## src/rtl/trig_pkg.sv

```systemverilog
// Shared widths and types for the trig lookup path (sin_cos and its clients).
package trig_pkg;

    localparam int unsigned PHASE_W = 10;
    localparam int unsigned TRIG_W  = 18;

    typedef logic signed [TRIG_W-1:0] trig_t;
    typedef logic [PHASE_W-1:0]       phase_t;

endpackage

```

## src/rtl/rr_arbiter.sv

```systemverilog
// Round-robin arbiter: one-hot grant searched upward from a rotating pointer.
module rr_arbiter #(
    parameter int unsigned N_REQ = 4,
    parameter int unsigned IDX_W = 2
) (
    input  logic             clk,
    input  logic             reset,
    input  logic [N_REQ-1:0] req,
    input  logic             advance,
    output logic [N_REQ-1:0] grant,
    output logic [IDX_W-1:0] index
);

    logic [IDX_W-1:0] ptr_q;
    logic [IDX_W-1:0] cand_idx;
    logic             found;
    int               cand;

    // Scan pointer, pointer+1, ... with wrap; the first requesting slot wins.
    always_comb begin
        grant    = '0;
        index    = '0;
        found    = 1'b0;
        cand     = 0;
        cand_idx = '0;
        for (int off = 0; off < int'(N_REQ); off++) begin
            cand = int'(ptr_q) + off;
            if (cand >= int'(N_REQ)) begin
                cand = cand - int'(N_REQ);
            end
            cand_idx = IDX_W'(cand);
            if (!found && req[cand_idx]) begin
                found           = 1'b1;
                grant[cand_idx] = 1'b1;
                index           = cand_idx;
            end
        end
    end

    // Pointer moves just past the winner on each accept, otherwise holds.
    always_ff @(posedge clk or posedge reset) begin
        if (reset) begin
            ptr_q <= '0;
        end else if (advance) begin
            ptr_q <= (index == IDX_W'(N_REQ - 1)) ? '0 : index + IDX_W'(1);
        end
    end

endmodule

```

## src/rtl/trig_lookup_arbiter.sv

```systemverilog
// Time-shares one sin_cos lookup among N_REQ requesters; a tag pipeline
// matching the sin_cos latency routes each result back to its owner.
module trig_lookup_arbiter #(
    parameter int unsigned N_REQ   = 4,
    parameter int unsigned PHASE_W = trig_pkg::PHASE_W,
    parameter int unsigned TRIG_W  = trig_pkg::TRIG_W,
    parameter int unsigned LAT     = 1
) (
    input  logic                      clk,
    input  logic                      reset,
    input  logic                      enable,
    input  logic [N_REQ-1:0]          req_valid,
    input  logic [N_REQ*PHASE_W-1:0]  req_phase,
    output logic [N_REQ-1:0]          req_ready,
    output logic [PHASE_W-1:0]        trig_phase,
    input  logic signed [TRIG_W-1:0]  trig_sin,
    input  logic signed [TRIG_W-1:0]  trig_cos,
    output logic [N_REQ-1:0]          rsp_valid,
    output logic signed [TRIG_W-1:0]  rsp_sin,
    output logic signed [TRIG_W-1:0]  rsp_cos,
    output logic                      busy
);

    localparam int unsigned IDX_W = (N_REQ > 1) ? $clog2(N_REQ) : 1;

    logic [N_REQ-1:0]          req_masked;
    logic [N_REQ-1:0]          grant;
    logic [IDX_W-1:0]          grant_idx;
    logic                      accept;
    logic [PHASE_W-1:0]        sel_phase;
    logic [PHASE_W-1:0]        trig_phase_q;
    logic [LAT:0]              tag_valid_q;
    logic [LAT:0][IDX_W-1:0]   tag_idx_q;
    logic signed [TRIG_W-1:0]  rsp_sin_q;
    logic signed [TRIG_W-1:0]  rsp_cos_q;

    // No grants while disabled or in reset; in-flight tags are unaffected by enable.
    assign req_masked = req_valid & {N_REQ{enable & ~reset}};
    assign req_ready  = grant;
    assign accept     = |grant;

    rr_arbiter #(
        .N_REQ (N_REQ),
        .IDX_W (IDX_W)
    ) u_rr_arbiter (
        .clk     (clk),
        .reset   (reset),
        .req     (req_masked),
        .advance (accept),
        .grant   (grant),
        .index   (grant_idx)
    );

    // Mux the granted requester's phase onto the shared lookup.
    always_comb begin
        sel_phase = '0;
        for (int i = 0; i < int'(N_REQ); i++) begin
            if (grant[i]) begin
                sel_phase = req_phase[i*PHASE_W +: PHASE_W];
            end
        end
    end

    // Phase register, owner-tag pipeline and result capture.
    always_ff @(posedge clk or posedge reset) begin
        if (reset) begin
            trig_phase_q <= '0;
            tag_valid_q  <= '0;
            tag_idx_q    <= '0;
            rsp_sin_q    <= '0;
            rsp_cos_q    <= '0;
        end else begin
            if (accept) begin
                trig_phase_q <= sel_phase;
            end
            tag_valid_q[0] <= accept;
            tag_idx_q[0]   <= grant_idx;
            for (int i = 1; i <= int'(LAT); i++) begin
                tag_valid_q[i] <= tag_valid_q[i-1];
                tag_idx_q[i]   <= tag_idx_q[i-1];
            end
            // Stage LAT-1 is about to move into the strobe stage: its lookup is valid now.
            if (tag_valid_q[LAT-1]) begin
                rsp_sin_q <= trig_sin;
                rsp_cos_q <= trig_cos;
            end
        end
    end

    // The final tag stage is aligned with the captured result; decode its owner.
    always_comb begin
        rsp_valid = '0;
        for (int i = 0; i < int'(N_REQ); i++) begin
            rsp_valid[i] = tag_valid_q[LAT] && (tag_idx_q[LAT] == IDX_W'(i));
        end
    end

    assign trig_phase = trig_phase_q;
    assign rsp_sin    = rsp_sin_q;
    assign rsp_cos    = rsp_cos_q;
    assign busy       = |tag_valid_q;

endmodule

```

## config.mk

```make
export PLATFORM = sky130hd
export DESIGN_NAME = trig_lookup_arbiter
export DESIGN_NICKNAME = d
export VERILOG_FILES = /design/src/rtl/trig_pkg.sv /design/src/rtl/rr_arbiter.sv /design/src/rtl/trig_lookup_arbiter.sv
export SDC_FILE = /design/constraint.sdc
export NUM_CORES = 1
export LEC_CHECK = 0
export ABC_AREA = 0
export CAP_MARGIN = 20
export CORE_MARGIN = 2
export CORE_UTILIZATION = 44
export CTS_CLUSTER_SIZE = 28
export DETAILED_ROUTE_END_ITERATION = 8
export HOLD_SLACK_MARGIN = 0.1
export MAX_ROUTING_LAYER = met4
export PLACE_DENSITY = 0.85
export SYNTH_ARGS = -nofsm -noshare
export SYNTH_HDL_FRONTEND = slang
export SYNTH_SLANG_ARGS = --single-unit
```

## constraint.sdc

```tcl
create_clock -name clk -period 6.5 [get_ports clk]
set_input_delay 1.3 -clock clk [delete_from_list [all_inputs] [get_ports clk]]
set_output_delay 1.3 -clock clk [all_outputs]
set_load 0.02 [all_outputs]
```

# Word level (Yosys, flattened, before mapping)

Index checks and enable logic that the tools add are counted.

Register bits: 54
Input bits: 83

$add $sub $neg: 8
Order comparisons: 12
Equality and inequality tests: 4
Multiplexer cells: 36
Bitwise operators: 6
Reduce and logical (&&, ||, !) cells: 17

Operators with widths:

| kind                                                                   | number |
|---|---|
| 10-bit two-way mux                                                     | 4 |
| 2-bit two-way mux                                                      | 9 |
| 4-bit two-way mux                                                      | 4 |
| 2-bit by 3-bit < comparator with 1-bit output (second input constant)  | 4 |
| 4-bit bitwise OR                                                       | 3 |
| 1-bit logical AND                                                      | 11 |
| 1-bit two-way mux                                                      | 11 |
| 3-bit >= comparator (second input constant)                            | 3 |
| 1-bit binary-select mux with 2-bit select                              | 4 |
| 1-bit demux with 2-bit select                                          | 4 |
| 2-bit by 1-bit >= comparator with 1-bit output (second input constant) | 4 |
| 2-bit by 1-bit subtractor with 2-bit output (second input constant)    | 4 |
| 2-bit by 2-bit adder with 3-bit output (second input constant)         | 2 |
| 2-bit == test (second input constant)                                  | 3 |
| 4-bit AND                                                              | 1 |
| 4-bit OR reduction                                                     | 1 |
| 2-bit by 1-bit adder with 3-bit output (second input constant)         | 1 |
| 2-bit by 3-bit >= comparator with 1-bit output (second input constant) | 1 |
| 1-bit logical NOT                                                      | 3 |
| 2-bit by 1-bit adder with 2-bit output (second input constant)         | 1 |
| 2-bit by 1-bit == test with 1-bit output (second input constant)       | 1 |
| 2-bit logical NOT                                                      | 1 |
| 2-bit OR reduction                                                     | 1 |
| 1-bit AND                                                              | 1 |
| 1-bit inverter                                                         | 1 |

# Longest topological paths before layout

Gate-level depths: netlist (run 1).

Depth after elaboration: 19
Mapped depth: 13

# Cells and area by module

Synthesis (run 1) repeated with hierarchy kept, for this count alone.

Cell total of the unflattened synthesis: 235
Area total of the unflattened synthesis: 2803.9 um^2

Modules (own cells, without submodules):

| module              | instances | cells each | area each (um^2) | sequential area each (um^2) |
|---|---|---|---|---|
| trig_lookup_arbiter | 1         | 174        | 2250.9           | 1301.2 |
| rr_arbiter          | 1         | 61         | 553.0            | 50.0 |

# Worst setup path after synthesis (run 1)

Ideal clock, no wire load.

Kind: input to output
From: in req_valid[2]
To: out req_ready[2]
Data arrival time: 2.841 ns
Required time: 5.200 ns
Slack: 2.359 ns
Cell stages on the path: 7
Cells stage by stage: buf_2 > or3b_1 > a211o_1 > a21boi_1 > o21ai_2 > nand2_1 > clkbuf_1

Cells in the longest elaborated chain, start to end: 13
Elaborated cells between the ends (all ways): 25
Classes of those cells: 15 x mux; 4 x bitwise; 6 x reduce/logical

Ends and longest elaborated chain:

| item                                      | RTL line                  | source |
|---|---|---|
| start: declaration                        | trig_lookup_arbiter.sv:12 | `input logic [N_REQ-1:0] req_valid,` |
| 4-bit AND (*)                             | trig_lookup_arbiter.sv:38 | `assign req_masked = req_valid & {N_REQ{enable & ~reset}};` |
| 1-bit binary-select mux with 2-bit select | rr_arbiter.sv:32          | `if (!found && req[cand_idx]) begin` |
| 1-bit two-way mux (implied by the code)   | rr_arbiter.sv:32          |  |
| 1-bit two-way mux                         | rr_arbiter.sv:32          |  |
| 1-bit logical NOT                         | rr_arbiter.sv:32          |  |
| 1-bit logical AND                         | rr_arbiter.sv:32          |  |
| 1-bit two-way mux                         | rr_arbiter.sv:32          |  |
| 1-bit logical NOT                         | rr_arbiter.sv:32          |  |
| 1-bit logical AND                         | rr_arbiter.sv:32          |  |
| 1-bit two-way mux                         | rr_arbiter.sv:32          |  |
| 1-bit logical NOT                         | rr_arbiter.sv:32          |  |
| 1-bit logical AND                         | rr_arbiter.sv:32          |  |
| 4-bit two-way mux (*)                     | rr_arbiter.sv:32          |  |
| end: declaration                          | trig_lookup_arbiter.sv:14 | `output logic [N_REQ-1:0] req_ready,` |

Mark *: on every way between the ends. The rest lies on a longest branch, timed or not. The select of a mux whose other input is x is not followed.

# Worst setup path in the final report (run 1)

From: in req_valid[1]
To: out req_ready[1]

Same word-level chain as after synthesis.

==> impl_metrics.tcl, run 1 <==
set metrics [dict create \
    ys_warn_count 0 \
    cts_setup_buffers 0 \
    status "completed" \
    synth_edf_count 0 \
    grt_start_max_net_pins 56 \
    cp_max_fo 11 \
    worstMarginPinSlew_ns 0.753 \
    drv_slew 0 \
    synthMuxAreaShare_pct 16.9 \
    final_area_um2 4380 \
    ant_nets 0 \
    io_pins 138 \
    ys_top_cells_by_area "dfrtp_1, mux2_2, o221a_1, a2bb2oi_1, ha_1" \
    postPlaceCellArea_um2 4290 \
    synth-simple-area-share_pct 13.1 \
    cp-start-kind "primary input" \
    fin_nets 472 \
    clk_pin_slew_ns 0.09 \
    grt_pass1_wl_um 12200 \
    yosys.area.top_type "dfrtp_1" \
    cts_buffers 5 \
    wirelength_um 7770 \
    synthAdderAreaFrac_pct 3.01 \
    synth_top_family_by_area "multiplexers" \
    fmax_mhz 180 \
    core_area_um2 6390 \
    cp-end-kind "output pin" \
    cts_tree "built" \
    clkLatencyLatePin_ns 0.30 \
    hold_viol 0 \
    slowest_stage "nor3_2" \
    skew_ns 0.00371 \
    synth_xor_area_share_pct 0 \
    fillers 478 \
    gp_congestion 0.829 \
    wire_per_inst_um 16.9 \
    cts_sinks 54 \
    mostFrequentLayoutCells "clkdlybuf4s50_1, dfrtp_1, mux2_2, inv_1, nor2_1" \
    ys_ff_latch 54 \
    grt_setup_unrepaired "false" \
    post-dp-hpwl_um 6020 \
    grt_pass1_vias 2408 \
    synthesis.area_um2 2910 \
    worstPathArrival_ns 4.25 \
    path_class "in2out" \
    via_per_inst 5.49 \
    synth.avg_cell_area_um2 11.3 \
    peakVddDrop_mv 0.300 \
    die_area_um2 7290 \
    cp_cell_sequence "clkdlybuf4s50_1 > and3b_1 > o2111ai_2 > nand2_1 > a32o_1 > nor3_2 > inv_1 > clkdlybuf4s50_1" \
    die_width_um 85.4 \
    clock_path_buffers 2 \
    first_pass_iters 5 \
    synthFlopType "dfrtp_1" \
    crit_family "buffers and inverters" \
    start_util_pct 45.6 \
    hold_class "reg2reg" \
    synthesis.nets 347 \
    ys_seq_area_share_pct 46.4 \
    row_count 29 \
    grt.overflow.total 0 \
    vias 2525 \
    portBuffers 137 \
    crit_top_cell "clkdlybuf4s50_1" \
    post-route-period-util_pct 85.4 \
    ys_types 48 \
    async_flop_share_pct 100 \
    drc_errors 0 \
    layout_commonest_cell "clkdlybuf4s50_1" \
    path_buf_inv 3 \
    cts_hold_buf 0 \
    tns_ns 0 \
    cts_resized 0 \
    antenna_found_initial 0 \
    final_core_util_pct 68.6 \
    power.density_nw_per_um2 413 \
    n_antenna_cell 0 \
    grt_util_all_layers_pct 21.7 \
    clockRootBuffer "clkbuf_8" \
    cp.required_ns 5.20 \
    drt_iter0_markers 80 \
    maxSlewHeadroom_pct 49.7 \
    h-tree-depth 2 \
    cpPeakStageDelay_ns 0.62 \
    drv_cap 0 \
    yosysTopAreaCellShare_pct 46.4 \
    period_minus_slack_ns 5.55 \
    synthCells 257 \
    synth_compound_area_share_pct 14.9 \
    setup_violations 0 \
    area_growth_pct 50.5 \
    power.leakage_nw 1.82 \
    drive_gt1_share_pct 15.4 \
    fp.dieH_um 85.4 \
]
[logic make-up after synthesis]
family	after synthesis
simple gates	64
flops	54
compound gates	51
mux	43
buf+inv	38
fa+ha+maj	7
[layer usage]
layer	track usage, %	up-vias	share of wire (%)	wire [µm]
met2	35.2	134	48	3750
met4	4.33	0	0.69	54
li1	-	1196	-	-
met5	-	-	0	0
met3	4.47	5	8.2	635
met1	28.5	1190	43	3330
[per-stage QoR]
| stage | total power, mW | setup WS (ns) | hold WS [ns] | cells |
|---|---|---|---|---|
| after detailed placement | 1.64 | 1.01 | 0.335 | 452 |
| after CTS | 1.83 | 0.986 | 0.355 | 460 |
| after global placement | 1.61 | 1.09 | 0.332 | 452 |
| final | 1.81 | 0.952 | 0.355 | 460 |
| after global routing | 1.92 | 0.720 | 0.362 | 460 |
| after floorplan | 1.19 | 2.36 | 0.331 | 257 |
[registers in the layout, summed over array words and instances, names as in the netlist]
name                count
tag_idx_q               4
rsp_cos                18
rsp_sin                18
trig_phase             10
tag_valid_q             2
u_rr_arbiter.ptr_q      2
[worst register-to-register path, stage by stage, from the launching register on]
cell	delay [ns]
dfrtp_1	0.74
inv_1	0.19
ha_1	0.53
mux4_2	0.56
o221a_4	0.15
nor2b_1	0.25
nor3_2	0.60
inv_1	0.13
or3_4	0.45
mux2_1	0.34
[synth_stat cells, types with 2 or more instances]
master and number:
nand2b_1 2, and2_1 2, and3b_1 3, nor4_1 11, nor3b_1 3, mux2i_1 3
nor2_1 13, mux2_2 37, o21ai_1 2, buf_2 4, dfrtp_1 54, a21oi_1 5
inv_1 16, o221a_1 10, clkbuf_1 14, nor2b_1 2, nand2_1 12, a211o_1 2
nor3_1 2, ha_1 7, buf_6 2, a31oi_1 10, nand3b_1 3, a2bb2oi_1 10
or3b_1 2, a32oi_1 3, mux2_1 2
[worst paths after layout]
check                                                          to  slack, ns                               from  depth (start not counted)
max in group asynchronous                  rsp_cos[8]$_DFFE_PP0P_       4.49                              reset                          3
min in group asynchronous       u_rr_arbiter.ptr_q[1]$_DFFE_PP0P_       1.56                              reset                          3
worst min-delay path                       tag_idx_q[3]$_DFF_PP0_       0.36             tag_idx_q[1]$_DFF_PP0_                          0
worst min register to register             tag_idx_q[3]$_DFF_PP0_       0.36             tag_idx_q[1]$_DFF_PP0_                          0
worst max-delay path                                 req_ready[1]       0.95                       req_valid[1]                          8
worst max register to register  u_rr_arbiter.ptr_q[0]$_DFFE_PP0P_       2.46  u_rr_arbiter.ptr_q[0]$_DFFE_PP0P_                          9
[area by class of cell]
cell class / instances / area, µm² / share of cell area, %
Timing Repair Buffer: 139 / 1390 / 31.6
Inverter: 17 / 63.8 / 1.46
Multi-Input combinational cell: 165 / 1400 / 31.8
Clock buffer: 5 / 68.8 / 1.57
Clock inverter: 3 / 21.3 / 0.485
Sequential cell: 54 / 1350 / 30.8
Tap cell: 77 / 96.3 / 2.20
[power by group]
part | leakage [nW] | internal, mW | total (mW) | switching (mW)
sequential | 0.634 | 0.497 | 0.597 | 0.0996
clock | 0.0441 | 0.0758 | 0.182 | 0.107
combinational | 1.14 | 0.549 | 1.03 | 0.482
Power figures use the tool's default switching activity.
==> run 2: changes to the inputs <==
Settings changed: CORE_UTILIZATION 44 to 34, MAX_ROUTING_LAYER met4 to unset, PLACE_DENSITY 0.85 to 0.69.
Clock period 6.5 ns to 6.54 ns, I/O delays scaled along.
==> impl_metrics.tcl, run 2 (synthesis results as in run 1) <==
set metrics [dict create \
    drive_gt1_share_pct 15.4 \
    final_core_util_pct 53.9 \
    n_antenna_cell 0 \
    r2r_cells 9 \
    hp-start "tag_idx_q[0]$_DFF_PP0_" \
    hold_viol 0 \
    maxSlewHeadroom_pct 51.0 \
    clockRootBuffer "clkbuf_8" \
    h-tree-depth 2 \
    drc_errors 0 \
    cts_hold_buf 0 \
    use_met3_pct 5.20 \
    vias 2469 \
    cts_buffers 5 \
    clkLatencyLatePin_ns 0.29 \
    p_seq_share_pct 32.3 \
    grt_setup_unrepaired "false" \
    regToRegSetupSlack_ns 2.64 \
    io_pins 138 \
    r2r-start "u_rr_arbiter.ptr_q[0]$_DFFE_PP0P_" \
    drt_iter0_markers 40 \
    min_path_cells 0 \
    clock_power_share_pct 12.1 \
    drv_cap 0 \
    start_util_pct 35.3 \
    whs_ns 0.351 \
    finalPower_mw 1.83 \
    grt_start_max_net_pins 56 \
    cp-end-kind "output pin" \
    setup_violations 0 \
    cts_sinks 54 \
    cp_cell_sequence "clkdlybuf4s50_1 > nor2b_1 > nand2_1 > nor2b_1 > nor3_2 > inv_1 > clkdlybuf4s50_1" \
    sw_frac_of_total_pct 36.4 \
    worstMarginPinSlew_ns 0.733 \
    cts_tree "built" \
    layout_commonest_cell "clkdlybuf4s50_1" \
    clock_path_buffers 2 \
    fp.dieH_um 96.6 \
    tns_ns 0 \
    grt_util_all_layers_pct 15.4 \
    die_area_um2 9320 \
    grtUsageMet2_pct 26.2 \
    drv_slew 0 \
    first_pass_iters 6 \
    period_minus_slack_ns 5.34 \
    path_class "in2out" \
    cpPeakStageDelay_ns 0.62 \
    wirelength_um 7350 \
    p_sw_uw 664 \
    intPower_mw 1.16 \
    peakVddDrop_mv 0.131 \
    power.density_nw_per_um2 411 \
    grt.overflow.total 0 \
    power_frac_comb_pct 55.6 \
    die_width_um 96.6 \
    grt_pass1_vias 2419 \
    cp_max_fo 11 \
    timing.rr.end "u_rr_arbiter.ptr_q[0]$_DFFE_PP0P_" \
    cts_setup_buffers 0 \
    core_area_um2 8260 \
    cts_resized 0 \
    portBuffers 137 \
    area_growth_pct 52.7 \
    power.leakage_nw 1.84 \
    mostFrequentLayoutCells "clkdlybuf4s50_1, dfrtp_1, mux2_2, inv_1, nor2_1" \
    gr-max-usage-layer "met2" \
    antenna_found_initial 0 \
    gp_congestion 0.746 \
    grt_pass1_wl_um 11300 \
    cp.required_ns 5.23 \
    status "completed" \
    cp-start-kind "primary input" \
    worstPathArrival_ns 4.03 \
    hold_class "reg2reg" \
    grt_use_met1_pct 18.4 \
    row_count 33 \
    slowest_stage "nor2b_1" \
    via_per_inst 5.06 \
    post-route-period-util_pct 81.6 \
    skew_ns 0.00688 \
    ant_nets 0 \
    post-dp-hpwl_um 5750 \
    fin_nets 473 \
    hold_end "tag_idx_q[2]$_DFF_PP0_" \
    clk_pin_slew_ns 0.08 \
    wire_per_inst_um 15.1 \
    fmax_mhz 187 \
]
-- run 2: changes by cell type in the layout (fill, tap and decap cells not counted) --
cell        delta
buf_4          +1
bufinv_16      +1
clkbuf_8       +1
clkinv_2       -1
clkinv_4       -1
clkinvlp_4     -1
-- run 2: area by class of cell --
| type | instances | area, µm² |
|---|---|---|
| inverter | 17 | 63.8 |
| clock inverter | 1 | 30.0 |
| fill | 752 | 3810 |
| multi-input combinational | 165 | 1400 |
| tap | 105 | 131 |
| clock buffer | 6 | 82.6 |
| timing repair buffer | 140 | 1390 |
| sequential | 54 | 1350 |
-- run 2: worst max path at each step --
stage                 startpoint           end  slack (ns)  depth (start not counted)
floorplan           req_valid[2]  req_ready[2]        2.38                          7
global placement    req_valid[2]  req_ready[1]        1.28                          8
detailed placement        enable  req_ready[1]        1.22                          7
CTS                       enable  req_ready[1]        1.21                          7
global route              enable  req_ready[1]        0.96                          7
finish                    enable  req_ready[1]        1.20                          7
-- run 2: worst max-delay path: cells and delay by family --
family / cells / cell delay, ns
AND/OR/NAND/NOR: 4 / 1.50
buffers and inverters: 3 / 1.21
-- run 2: per-layer routing --
layer	wire, µm	share of wire, %	vias up
li1	-	-	1194
met1	3020	41	1141
met2	3390	46	125
met3	842	11	9
met4	97	1.3	0
met5	0	0	-
-- run 2: stage by stage --
step	instance area, µm²	instances	setup WS (ns)
floorplan	2910	257	2.38
global placement	4340	481	1.28
detailed placement	4340	481	1.22
CTS	4450	488	1.21
global route	4450	488	0.958
finish	4450	488	1.20
-- run 2: power by group through the flow --
stage	sequential [mW]	clock, mW	combinational, mW
final	0.591	0.220	1.02
after global routing	0.613	0.242	1.09
after CTS	0.594	0.232	1.03
after detailed placement	0.601	0	1.03
after global placement	0.590	0	1.01
after floorplan	0.759	0	0.428
==> RTL change 1, RTL diff (flow settings as in run 2) <==
The package constant `TRIG_W` goes from 18 to 9.
--- a/src/rtl/trig_pkg.sv
+++ b/src/rtl/trig_pkg.sv
@@ -2,7 +2,7 @@
 package trig_pkg;
 
     localparam int unsigned PHASE_W = 10;
-    localparam int unsigned TRIG_W  = 18;
+    localparam int unsigned TRIG_W  = 9;
 
     typedef logic signed [TRIG_W-1:0] trig_t;
     typedef logic [PHASE_W-1:0]       phase_t;
Interface: changed (resized rsp_cos, rsp_sin, trig_cos and trig_sin); port bits go from 138 to 102. No check against the original RTL was run, so the function may have changed too.
==> RTL change 1 against run 2 <==
Hold slack improved by 3.7 ps; register-to-register slack lost 530 ps; cell count is 21% lower; sequential cell count is 18 lower; design area is 25% lower; core utilization is 1.2 points lower; critical endpoint unchanged; maximum frequency is 7.9% lower; die area down 22%; area after synthesis down 23%; setup slack lost 460 ps; count of clock-buffer cells in the layout stayed put; largest cell class unchanged; total power shrank 31%; wire length shrank 24%.
==> RTL change 1: results <==
metrics = {
    "grt": {
        "grt_pass1_vias": 1894,
        "grt_max_degree": 38,
        "grt_pass1_wl_um": 9000,
        "antenna_found_initial": 0,
        "grtUsageTotal_pct": 15.3,
    },
    "finish": {
        "layout-drive-gt1-share_pct": 12.6,
        "antennaDiodeCount": 0,
        "final_net_count": 381,
        "largest_register_ff_count": 10,
    },
    "clocking": {
        "cts_made_buffers": 5,
        "clkTransAtPathRegs_ps": 70,
        "cts-root-buf": "clkbuf_8",
        "postCtsSetupBuffers": 0,
        "cts_buffer_depth": 2,
        "h-tree-depth": 2,
        "worstSkewPairLatency_ps": 280,
        "ctsResizeCount": 0,
    },
    "route": {
        "drt-total-wl_um": 5570,
        "first_pass_iters": 4,
        "vias_per_cell": 5.29,
        "drtIter0Drc": 63,
    },
    "logic_synthesis": {
        "synth.area.top_cells": "dfrtp_1 40%, mux2_2 11%, o221a_1 4.5%",
        "seq_area_frac_synth_pct": 40.3,
        "yosys_warnings": 0,
        "async_reset_ff_share_pct": 100,
        "yosysUniqueCellTypes": 46,
        "syn-num-nets": 291,
        "synth_top_cells_by_count": "36 x dfrtp_1, 21 x mux2_2, 17 x inv_1",
    },
    "placement": {
        "port_buffers": 101,
        "place_hpwl_um": 4330,
        "gp_congestion": 0.801,
    },
    "sta": {
        "hold_viol_final": 0,
        "tightest_slew_ps": 1030,
        "finClkSkew_ps": 4.65,
    },
    "worst_setup_path": {
        "cp_max_fo": 11,
        "cp.arrival_ps": 4490,
        "crit_family": "buffers and inverters",
        "crit_slowest_cell": "nor3_1",
        "critPathMaxStageDelay_ps": 880,
    },
    "run_status": {
        "status": "complete, no violations",
    },
    "worst_hold_path": {
        "min_path_type": "reg -> reg",
    },
    "power_and_ir_drop": {
        "p_leak_uw": 0.00139,
        "ir_drop_mv": 0.256,
    },
}
-- RTL change 1: routing by layer --
| layer | wire, um | GRT usage [%] | vias to the layer above |
|---|---|---|---|
| li1 | - | - | 992 |
| met1 | 2530 | 20.5 | 959 |
| met2 | 2520 | 24.5 | 91 |
| met3 | 456 | 4.18 | 6 |
| met4 | 53 | 3.90 | 0 |
| met5 | 0 | 0 | - |
-- RTL change 1: worst paths after layout --
check                           slack [ps]                              start  cells after the start                           endpoint
worst max-delay path                   750                       req_valid[3]                      8                       req_ready[1]
worst min-delay path                   350             tag_idx_q[0]$_DFF_PP0_                      0             tag_idx_q[2]$_DFF_PP0_
worst max register to register        2110  u_rr_arbiter.ptr_q[0]$_DFFE_PP0P_                      9  u_rr_arbiter.ptr_q[0]$_DFFE_PP0P_
worst min register to register         350             tag_idx_q[0]$_DFF_PP0_                      0             tag_idx_q[2]$_DFF_PP0_
max in group asynchronous             4680                              reset                      3  u_rr_arbiter.ptr_q[0]$_DFFE_PP0P_
min in group asynchronous             1520                              reset                      3             tag_idx_q[1]$_DFF_PP0_
-- RTL change 1: cell type report --
cell class	count	area (um2)
clock inverters	2	10.0
flip-flops and latches	36	901
fillers	567	3000
clock buffers	6	82.6
repair buffers	102	1020
well taps	77	96.3
multi-input cells	147	1170
inverters	17	63.8
-- RTL change 1: logic make-up (layout without fill, tap and decap cells) --
family | after synthesis | in the layout | share of synthesized area, %
fa+ha+maj | 7 | 7 | 3.92
mux | 25 | 25 | 12.9
simple gates | 64 | 64 | 16.5
flops | 36 | 36 | 40.3
compound gates | 51 | 51 | 19.3
buf+inv | 36 | 127 | 7.16
-- RTL change 1: report_power, final --
part	total, uW	internal [uW]	switching, uW	leakage (uW)
Clock	159	84.0	75.1	0.0000510
Sequential	406	325	80.3	0.000423
Combinational	698	382	317	0.000920
Total	1260	791	472	0.00139
-- RTL change 1: stage by stage --
stage	instance area (um2)	setup WS, ps	hold slack, ps	power [uW]	std cells
floorplan	2240	2280	331	833	219
global placement	3250	850	334	1110	379
detailed placement	3250	743	340	1120	379
CTS	3350	733	356	1280	387
global route	3350	400	367	1350	387
finish	3350	747	355	1260	387
-- RTL change 1: worst register-to-register path, delay by kind of cell (launching register included) --
family                     cells  cell delay, ps
and+or+nand+nor                4            1880
muxes                          2             860
DFF                            1             720
adders and majority gates      1             530
buffers and inverters          1             180
AOI/OAI and AO/OA              1             140
==> RTL change 2, RTL diff (flow settings as in run 2) <==
Made on the original files. Reset style: synchronous (`reset`), changed in 2 clocked blocks.
--- a/src/rtl/rr_arbiter.sv
+++ b/src/rtl/rr_arbiter.sv
@@ -38,7 +38,7 @@
     end
 
     // Pointer moves just past the winner on each accept, otherwise holds.
-    always_ff @(posedge clk or posedge reset) begin
+    always_ff @(posedge clk) begin
         if (reset) begin
             ptr_q <= '0;
         end else if (advance) begin
--- a/src/rtl/trig_lookup_arbiter.sv
+++ b/src/rtl/trig_lookup_arbiter.sv
@@ -62,7 +62,7 @@
     end
 
     // Phase register, owner-tag pipeline and result capture.
-    always_ff @(posedge clk or posedge reset) begin
+    always_ff @(posedge clk) begin
         if (reset) begin
             trig_phase_q <= '0;
             tag_valid_q  <= '0;
Behaviour: differs if reset is asserted again (counterexample within 4 cycles, from zero or initial values and one cycle with reset high); with reset held inactive, the same outputs for 10 cycles.
==> RTL change 2 against run 2 <==
Area after synthesis up 2.8%; setup slack worse by 35 ps; sequential cell count unchanged; wire length up 2.8%; design area up 0.90%; total power down 17%; synthesized cell count up 18%; via count up 5.0%.
==> RTL change 2: results <==
metrics = {
    "worst_setup_path": {
        "cp.arrival_ps": 4060,
        "critPathMaxStageDelay_ps": 780,
        "cp_max_fo": 17,
        "crit_slowest_cell": "dfxtp_1",
    },
    "placement": {
        "gp_congestion": 0.799,
        "place_ws_ps": 1220,
        "post_dp_cell_area_um2": 4390,
        "place_hpwl_um": 5720,
        "port_buffers": 137,
    },
    "power_and_ir_drop": {
        "ir_drop_mv": 0.144,
        "p_leak_uw": 0.00170,
        "swShare_pct": 39.6,
    },
    "sta": {
        "slew_headroom_pct": 52.8,
        "finClkSkew_ps": 8.98,
    },
    "clocking": {
        "ctsResizeCount": 0,
        "cts_buffer_depth": 2,
        "cts_made_buffers": 5,
        "worstSkewPairLatency_ps": 300,
        "clkTransAtPathRegs_ps": 100,
        "h-tree-depth": 2,
    },
    "grt": {
        "grt_pass1_wl_um": 12000,
        "grt_max_degree": 39,
        "grtUsageTotal_pct": 15.0,
        "antenna_found_initial": 0,
        "grt_pass1_vias": 2395,
    },
    "route": {
        "vias": 2592,
        "drtIter0Drc": 64,
        "top_layer": "met4",
        "wl_met3_um": 333,
        "drt-total-wl_um": 7560,
        "first_pass_iters": 4,
        "wl_met2_um": 3600,
        "met1_length_um": 3550,
    },
    "logic_synthesis": {
        "seq_area_frac_synth_pct": 36.1,
        "synth.area.top_cells": "dfxtp_1 36%, mux2i_1 13%, nor2_1 6.9%",
        "yosys_warnings": 0,
        "syn-num-nets": 394,
        "async_reset_ff_share_pct": 0,
        "synth_top_cells_by_count": "55 x nor2_1, 54 x dfxtp_1, 39 x mux2i_1",
    },
    "worst_hold_path": {
        "min_path_type": "reg -> reg",
    },
    "run_status": {
        "status": "complete, no violations",
    },
    "finish": {
        "n_fill_cell": 820,
        "final_net_count": 520,
        "layout-drive-gt1-share_pct": 12.8,
        "post-route-cell-area_um2": 4490,
    },
}
-- RTL change 2: cell count changes in the layout (fill, tap and decap cells not counted), moves of 10 or more --
cell / delta
mux2_2: -36
dfrtp_1: -54
mux2i_1: +36
and3_1: +10
nor2_1: +42
a2bb2oi_1: -10
a31oi_1: -10
nor4_1: -11
dfxtp_1: +53
a311oi_2: +10
o221a_1: -10
-- RTL change 2: cells by family after synthesis --
family	count (synthesis)	synth area share, %
multiplexers	42	14.3
AO/OA/AOI/OAI	42	17.1
buffers and inverters	39	6.77
flip-flops	54	36.1
adder cells (fa/ha/maj)	7	2.92
AND/OR/NAND/NOR	120	22.8
-- RTL change 2: final cells by class --
class                   instances  area, um2  share of cell area, %
flip-flops and latches         54       1080                   24.1
well taps                     108        135                   3.01
multi-input cells             211       1710                   38.1
clock buffers                   6       82.6                   1.84
inverters                      16       60.1                   1.34
repair buffers                142       1400                   31.3
clock inverters                 2       12.5                  0.279
-- RTL change 2: per-layer routing --
metal	vias to the layer above	global-route usage (%)
met4	0	3.85
met3	8	2.36
met2	75	25.1
met5	-	0
met1	1186	20.1
li1	1323	-
-- RTL change 2: through the flow --
| step | utilization (%) | cells |
|---|---|---|
| 2_1_floorplan | - | 304 |
| 3_3_place_gp | 50.9 | 531 |
| 3_5_place_dp | 50.9 | 531 |
| 4_1_cts | 52.0 | 539 |
| 5_1_grt | 52.0 | 539 |
| 6_report | 52.0 | 539 |
-- RTL change 2: worst max-delay path: cells and delay by family (launching register included) --
kind / cells / cell delay, ps
DFF: 1 / 780
buffers and inverters: 4 / 1450
adders and majority gates: 1 / 520
and+or+nand+nor: 4 / 1010
-- RTL change 2: path summary, 6_finish.rpt --
path,startpoint,depth (start not counted),endpoint,slack [ps]
worst min register to register,tag_idx_q[1]$_SDFF_PP0_,1,tag_idx_q[3]$_SDFF_PP0_,440
worst min-delay path,tag_idx_q[1]$_SDFF_PP0_,1,tag_idx_q[3]$_SDFF_PP0_,440
worst max register to register,u_rr_arbiter.ptr_q[0]$_SDFFE_PP0P_,9,u_rr_arbiter.ptr_q[0]$_SDFFE_PP0P_,2250
worst max-delay path,u_rr_arbiter.ptr_q[0]$_SDFFE_PP0P_,9,req_ready[3],1170
-- RTL change 2: power by group through the flow --
stage / registers [uW] / clock network [uW] / logic, uW
2_1_floorplan: 553 / 0 / 514
3_3_place_gp: 481 / 0 / 840
3_5_place_dp: 484 / 0 / 847
4_1_cts: 477 / 198 / 849
5_1_grt: 489 / 210 / 911
6_report: 477 / 190 / 842
